[src/rtl/key_display_register.sv]
// Keypad-to-display register: decodes scanner row/column codes into a hex digit and multiplexes the last two keys onto a dual seven-segment display.
// Latency: a key sampled at edge N shows on digit_new/digit_old/new_key right after edge N; seg/an are combinational from registered state.
// Backpressure: none; enable is a level input and only one capture is taken per press, with re-arming on release.
// Optional build macro ANODE_BLANK_EN: blanks both anodes for the first 4 cycles of each digit slot to suppress ghosting.
module key_display_register #(
  parameter int MUX_BITS = 18
) (
  input  logic       clk,
  input  logic       reset,
  input  logic       enable,
  input  logic [3:0] rows,
  input  logic [3:0] columns,
  output logic [3:0] digit_new,
  output logic [3:0] digit_old,
  output logic       new_key,
  output logic       bad_code,
  output logic [6:0] seg,
  output logic [1:0] an
);

  localparam logic [0:0] ST_IDLE = 1'b0;
  localparam logic [0:0] ST_HELD = 1'b1;

  logic [0:0]          state_q, state_d;
  logic [3:0]          digit_new_q, digit_new_d;
  logic [3:0]          digit_old_q, digit_old_d;
  logic                new_key_q, new_key_d;
  logic                bad_code_q, bad_code_d;
  logic [MUX_BITS-1:0] refresh_q;
  logic                sel;

  logic [1:0] row_idx, col_idx;
  logic       row_ok, col_ok, code_ok;
  logic [3:0] key_val;

  // Row drive is one-hot active-high; row 1 is the MSB.
  always_comb begin
    row_idx = 2'd0;
    row_ok  = 1'b1;
    case (rows)
      4'b1000: row_idx = 2'd0;
      4'b0100: row_idx = 2'd1;
      4'b0010: row_idx = 2'd2;
      4'b0001: row_idx = 2'd3;
      default: row_ok  = 1'b0;
    endcase
  end

  // Column sense is one-hot active-low; col 0 is the MSB.
  always_comb begin
    col_idx = 2'd0;
    col_ok  = 1'b1;
    case (columns)
      4'b0111: col_idx = 2'd0;
      4'b1011: col_idx = 2'd1;
      4'b1101: col_idx = 2'd2;
      4'b1110: col_idx = 2'd3;
      default: col_ok  = 1'b0;
    endcase
  end

  assign code_ok = row_ok & col_ok;

  // Keypad legend lookup: {row, col} -> hex value printed on the key.
  always_comb begin
    key_val = 4'h0;
    case ({row_idx, col_idx})
      4'b00_00: key_val = 4'h1;
      4'b00_01: key_val = 4'h2;
      4'b00_10: key_val = 4'h3;
      4'b00_11: key_val = 4'hA;
      4'b01_00: key_val = 4'h4;
      4'b01_01: key_val = 4'h5;
      4'b01_10: key_val = 4'h6;
      4'b01_11: key_val = 4'hB;
      4'b10_00: key_val = 4'h7;
      4'b10_01: key_val = 4'h8;
      4'b10_10: key_val = 4'h9;
      4'b10_11: key_val = 4'hC;
      4'b11_00: key_val = 4'hE;
      4'b11_01: key_val = 4'h0;
      4'b11_10: key_val = 4'hF;
      4'b11_11: key_val = 4'hD;
      default:  key_val = 4'h0;
    endcase
  end

  // Press FSM: capture once on a valid press, then wait for release before re-arming.
  always_comb begin
    state_d     = state_q;
    digit_new_d = digit_new_q;
    digit_old_d = digit_old_q;
    new_key_d   = 1'b0;
    bad_code_d  = 1'b0;
    if (state_q == ST_IDLE) begin
      if (enable) begin
        if (code_ok) begin
          digit_old_d = digit_new_q;
          digit_new_d = key_val;
          new_key_d   = 1'b1;
          state_d     = ST_HELD;
        end else begin
          // Stay idle so a code that settles later can still be captured.
          bad_code_d = 1'b1;
        end
      end
    end else begin
      if (!enable) state_d = ST_IDLE;
    end
  end

  // State, digit and pulse registers; reset wins over everything.
  always_ff @(posedge clk) begin
    if (reset) begin
      state_q     <= ST_IDLE;
      digit_new_q <= 4'h0;
      digit_old_q <= 4'h0;
      new_key_q   <= 1'b0;
      bad_code_q  <= 1'b0;
    end else begin
      state_q     <= state_d;
      digit_new_q <= digit_new_d;
      digit_old_q <= digit_old_d;
      new_key_q   <= new_key_d;
      bad_code_q  <= bad_code_d;
    end
  end

  // Free-running refresh counter; its MSB picks which digit is lit.
  always_ff @(posedge clk) begin
    if (reset) refresh_q <= '0;
    else       refresh_q <= refresh_q + MUX_BITS'(1);
  end

  assign sel = refresh_q[MUX_BITS-1];

  assign digit_new = digit_new_q;
  assign digit_old = digit_old_q;
  assign new_key   = new_key_q;
  assign bad_code  = bad_code_q;

  function automatic logic [6:0] enc(input logic [3:0] v);
    case (v)
      4'h0: enc = 7'h40;
      4'h1: enc = 7'h79;
      4'h2: enc = 7'h24;
      4'h3: enc = 7'h30;
      4'h4: enc = 7'h19;
      4'h5: enc = 7'h12;
      4'h6: enc = 7'h02;
      4'h7: enc = 7'h78;
      4'h8: enc = 7'h00;
      4'h9: enc = 7'h10;
      4'hA: enc = 7'h08;
      4'hB: enc = 7'h03;
      4'hC: enc = 7'h46;
      4'hD: enc = 7'h21;
      4'hE: enc = 7'h06;
      4'hF: enc = 7'h0E;
      default: enc = 7'h7F;
    endcase
  endfunction

`ifdef ANODE_BLANK_EN
  logic       sel_prev_q;
  logic [1:0] blank_q;
  logic       sel_chg;

  assign sel_chg = sel ^ sel_prev_q;

  // Blank counter: reloads on a slot change so the first 4 cycles of each slot are dark.
  always_ff @(posedge clk) begin
    if (reset) begin
      sel_prev_q <= 1'b0;
      blank_q    <= 2'd0;
    end else begin
      sel_prev_q <= sel;
      if (sel_chg)             blank_q <= 2'd3;
      else if (blank_q != 2'd0) blank_q <= blank_q - 2'd1;
    end
  end

  // Segment/anode mux with both anodes off during the blank window.
  always_comb begin
    seg = sel ? enc(digit_old_q) : enc(digit_new_q);
    an  = sel ? 2'b01 : 2'b10;
    if (sel_chg || (blank_q != 2'd0)) an = 2'b11;
  end
`else
  // Segment/anode mux: right digit shows the newest key, left the previous one.
  always_comb begin
    seg = sel ? enc(digit_old_q) : enc(digit_new_q);
    an  = sel ? 2'b01 : 2'b10;
  end
`endif

endmodule

[config.mk]
export PLATFORM = sky130hd
export DESIGN_NAME = key_display_register
export DESIGN_NICKNAME = d
export VERILOG_FILES = /design/src/rtl/key_display_register.sv
export SDC_FILE = /design/constraint.sdc
export NUM_CORES = 1
export LEC_CHECK = 0
export BUFFER_PORTS_ARGS = -buffer_cell sky130_fd_sc_hd__buf_4
export CAP_MARGIN = 20
export CORE_UTILIZATION = 45
export CTS_CLUSTER_SIZE = 10
export DETAILED_ROUTE_END_ITERATION = 6
export GPL_TIMING_DRIVEN = 1
export HOLD_SLACK_MARGIN = 0.1
export MAX_ROUTING_LAYER = met4
export PLACE_DENSITY = 0.67
export RECOVER_POWER = 50
export SYNTH_ARGS = -nofsm -noshare
export SYNTH_HDL_FRONTEND = slang
export SYNTH_SLANG_ARGS = --single-unit
[constraint.sdc]
create_clock -name clk -period 2.25 [get_ports clk]
set_clock_uncertainty 0.05 [all_clocks]
set_input_delay 0.1125 -clock clk [delete_from_list [all_inputs] [get_ports clk]]
set_output_delay 0.1125 -clock clk [all_outputs]
set_load 0.05 [all_outputs]
==> Yosys cells after proc, flatten, opt, wreduce, memory -nomap -nowiden <==
Memories as Yosys holds them, arrays and structs flattened. A register that Yosys moved wholly into a read port is not among the register bits.
Index checks and enable logic that the tools add are counted.
{ "word_totals": {"latchBits": 0, "output_inout_bits": 19, "input_bits": 11, "ff_bits": 25, "ram_bits": 0, "word_cells": 38, "mem_bits_ro": 288, "mem_count": 3} }
{ "op_classes": {"n_mux": 13, "reduce_logical": 5, "div_mod_pow": 0, "n_lt_le_gt_ge": 0, "addsub": 1, "bitwise": 3, "shift": 0, "n_eq_ne": 8, "mul": 0} }
{ "mem_list": {"columns": ["name", "words", "word_bits", "rd", "rd_ports_with_merged_regs", "write_ports", "line", "text"], "rows": [
  ["(no name shown)", 16, 7, 1, 1, 0, "143", "case (v)"],
  ["(no name shown)", 16, 7, 1, 0, 0, "143", null],
  ["(no name shown)", 16, 4, 1, 1, 0, "67", "case ({row_idx, col_idx})"]
]} }
{ "ops": {"columns": ["op", "count"], "rows": [
  ["adder 18 x 1 -> 18 bit (second input constant)", 1],
  ["== test 4 bit (second input constant)", 4],
  ["one-hot mux 2 bit (3 select lines)", 2],
  ["== test 4 x 3 -> 1 bit (second input constant)", 2],
  ["two-way mux 4 bit", 2],
  ["OR reduction 4 bit", 2],
  ["two-way mux 1 bit", 7],
  ["two-way mux 7 bit", 1],
  ["== test 4 x 1 -> 1 bit (second input constant)", 1],
  ["== test 4 x 2 -> 1 bit (second input constant)", 1],
  ["AND reduction 3 bit", 1],
  ["OR reduction 3 bit", 1],
  ["two-way mux 2 bit", 1],
  ["NOT 1 bit", 2],
  ["OR reduction 2 bit", 1],
  ["AND 1 bit", 1]
]} }

==> Logic depth before layout (Yosys ltp) <==
{ "logic_depth": {"depth_word": 7, "ltp_mapped": 12} }

==> Worst setup path before layout <==
OpenSTA, ideal clock, no wires.
{ "synth_timing": {"path_kind": "register to output", "start": "register digit_new_q[0], in the netlist digit_new[0]", "end": "output seg[3]", "n_path_buf": 0, "path_slack_ps": -647, "path_stages_with_launch": 7, "arrival_time_ps": 2734, "cell_sequence": "dfxtp_1 > inv_1 > ha_1 > nand2_1 > o21ai_0 > mux2_2 > o21ai_0"} }
{ "synth_between": {"elab_chain_len": 2} }
{ "synth_rtl": {"columns": ["item", "line", "text"], "rows": [
  ["from (decl)", "25", "logic [3:0] digit_new_q, digit_new_d;"],
  ["memory (16 x 7 bit)", null, null],
  ["two-way mux 7 bit", "192", "seg = sel ? enc(digit_old_q) : enc(digit_new_q);"],
  ["to (decl)", "17", "output logic [6:0] seg,"]
]} }
Every way passes these cells.

==> metrics.cfg <==
[worst_setup_path]
path_delay_family = multiplexers
cp.required_ns = 2.36
timing.rr.start = state_q
worst_setup_path_start_kind = flop
path_buf_inv = 1
rr_worst_depth = 6
critPathMaxStageDelay_ns = 0.46
critical_path_class = reg2reg
crit_arrival_ns = 2.22
rrSetupSlack_ns = 0.15
worstPathCellList = nor2b_1, and3_4, mux2i_2, inv_1, ha_1, mux4_2
path_max_fanout = 5
cp_slowest_cell = mux4_2
worst_setup_path_end_kind = flop

[yosys]
async_reset_ff_frac = 0
ys_warn_count = 0
yosysSeqAreaShare = 0.311
postSynthAreaPerCell_um2 = 8.23
synth_nets = 311
ys_ff_latch = 36
netlist_instances = 282
synth_edf_count = 0
synthFlopType = dfxtp_1
syn_area_um2 = 2320
ys_types = 48

[clocking]
cts-hold-fix-buffers = 1
cts.sinks = 36
cts_root_buf = clkbuf_8
clock_latency_ns = 0.29
cts_tree = yes
clock_tree.buffer_depth = 2
cts.htree.levels = 2
clk_pin_slew_ns = 0.07
cts_post_setup_buffers_inserted = 0
cts_resized = 0
numCtsBuffers = 5

[drt]
routedWlPerCell_um = 11.9
vias_per_cell = 5.15
drt_wl_total_mm = 4.54
ant_nets = 0
first_pass_iters = 4
dr_total_vias = 1967
drc = 0
drt_iter0_markers = 48

[grt]
grt_max_degree = 32
grt_usage = 0.186
grt_pass1_wl_mm = 7.54
grt-ovfl-total = 0
grt_pass1_vias = 1713
antenna_found_initial = 0

[floorplan]
ioPinCount = 30
die_w_um = 73.8
fp.dieH_um = 73.8
row_count = 25
start_util = 0.479
core_area_um2 = 4850
die_area_um2 = 5450

[sta]
worst_pin_slew_ns = 0.596
rsz0062_at_grt = no
setup_violations = 0
fmax_ghz = 0.476
min_period_ns = 2.10
post-route-period-util = 0.934
hold-worst-slack_ns = 0.123
slew_headroom = 0.605
final_max_slew_viol_count = 0
hold_viol_final = 0

[cells_and_area]
num-fill-cells = 472
drive_above_1_share = 0.175
final_nets = 343
n_antenna_cell = 0
final_cells = 382
area_delta_synth_final_pct = 17.4

[place]
dp_hpwl_mm = 3.43
place.gp.congestion = 0.819
portBuffers = 29
dpl.cell_count = 373

[min_path]
holdCritStartpoint = rows[3]
hold_path.class = in2reg
min_path_cells = 3
hold_path_end = digit_new[2]

[flow_run]
drv_cap = 0

[power]
p_leak_nw = 1.10
peakVddDrop_mv = 0.394
powerDensity_nw_per_um2 = 508

[outcome]
status = finished clean

-- layout make-up --
cell class / count / area (um2) / share of cell area
Multi-Input combinational cell: 214 / 1490 / 0.545
Sequential cell: 36 / 722 / 0.265
Timing Repair Buffer: 41 / 258 / 0.0946
Tap cell: 67 / 83.8 / 0.0308
Clock buffer: 5 / 68.8 / 0.0253
Inverter: 16 / 60.1 / 0.0220
Clock inverter: 3 / 46.3 / 0.0170
-- metrics by stage --
stage               setup TNS [ns]  area, um2  total power (W)  setup WS (ns)  utilization
global route                     0       2720          0.00144       0.000476        0.562
finish                           0       2720          0.00138          0.148        0.562
floorplan                   -0.218       2360         0.000781         -0.218            -
CTS                              0       2780          0.00141          0.142        0.573
detailed placement         -0.0487       2650         0.000823        -0.0487        0.547
global placement                 0       2650         0.000822        0.00272        0.547
-- Yosys cell counts (4+ instances only) --
library cell | instances | area, um2
ha_1 | 18 | 225
nand2b_1 | 4 | 25.0
mux2_2 | 4 | 45.0
nor2b_1 | 6 | 37.5
xnor2_1 | 6 | 52.6
clkbuf_1 | 7 | 26.3
nand2_1 | 33 | 124
mux2i_1 | 9 | 90.1
inv_1 | 16 | 60.1
a21oi_1 | 22 | 110
dfxtp_1 | 36 | 721
or3_1 | 8 | 50.1
o21ai_0 | 14 | 70.1
xor2_1 | 8 | 70.1
nor2_1 | 30 | 113
nand3_1 | 5 | 25.0
and3_1 | 6 | 37.5
-- tightest hold or removal path: stages --
cell and delay [ns]:
buf_4 0.13, or4_1 0.12, a21oi_1 0.05
-- cells by family after synthesis --
| logic type | after synthesis | share of synthesized area |
|---|---|---|
| fa+ha+maj | 18 | 0.0970 |
| compound gates | 58 | 0.161 |
| mux | 16 | 0.0873 |
| simple gates | 107 | 0.223 |
| xor+xnor | 15 | 0.0598 |
| buf+inv | 32 | 0.0615 |
| flops | 36 | 0.311 |
-- where the power goes --
| group | switching, W | internal [W] | total, W |
|---|---|---|---|
| registers | 0.00000634 | 0.000644 | 0.000651 |
| logic | 0.0000945 | 0.0000601 | 0.000155 |
| clock network | 0.000246 | 0.000334 | 0.000580 |
-- cell usage in the layout, fill, tap and decap left out, types with 6 or more instances in the layout --
cell,n
nor2b_1,6
nor2_1,30
nand2_1,33
and3_1,6
xor2_1,8
a21oi_1,21
buf_4,26
xnor2_1,6
or3_1,8
mux2i_1,8
o21ai_0,10
inv_1,16
dfxtp_1,35
ha_1,18
clkbuf_1,14
-- layer usage --
metal / track usage / part of all wire / vias up / routed length [um]
met4: 0.0556 / 0.0093 / 0 / 42
met1: 0.233 / 0.47 / 900 / 2160
met2: 0.303 / 0.48 / 28 / 2190
met5: - / 0 / - / 0
met3: 0.0370 / 0.032 / 5 / 146
li1: - / - / 1034 / -
-- worst max-delay path by stage --
stage	end	cells after the start	from
CTS	flop	6	state_q
finish	flop	6	state_q
global route	seg[3]	7	digit_new[1]
floorplan	seg[3]	6	digit_new[1]
global placement	flop	8	columns[0]
detailed placement	flop	8	columns[0]
Note: power is estimated with default switching activity, not from simulation.
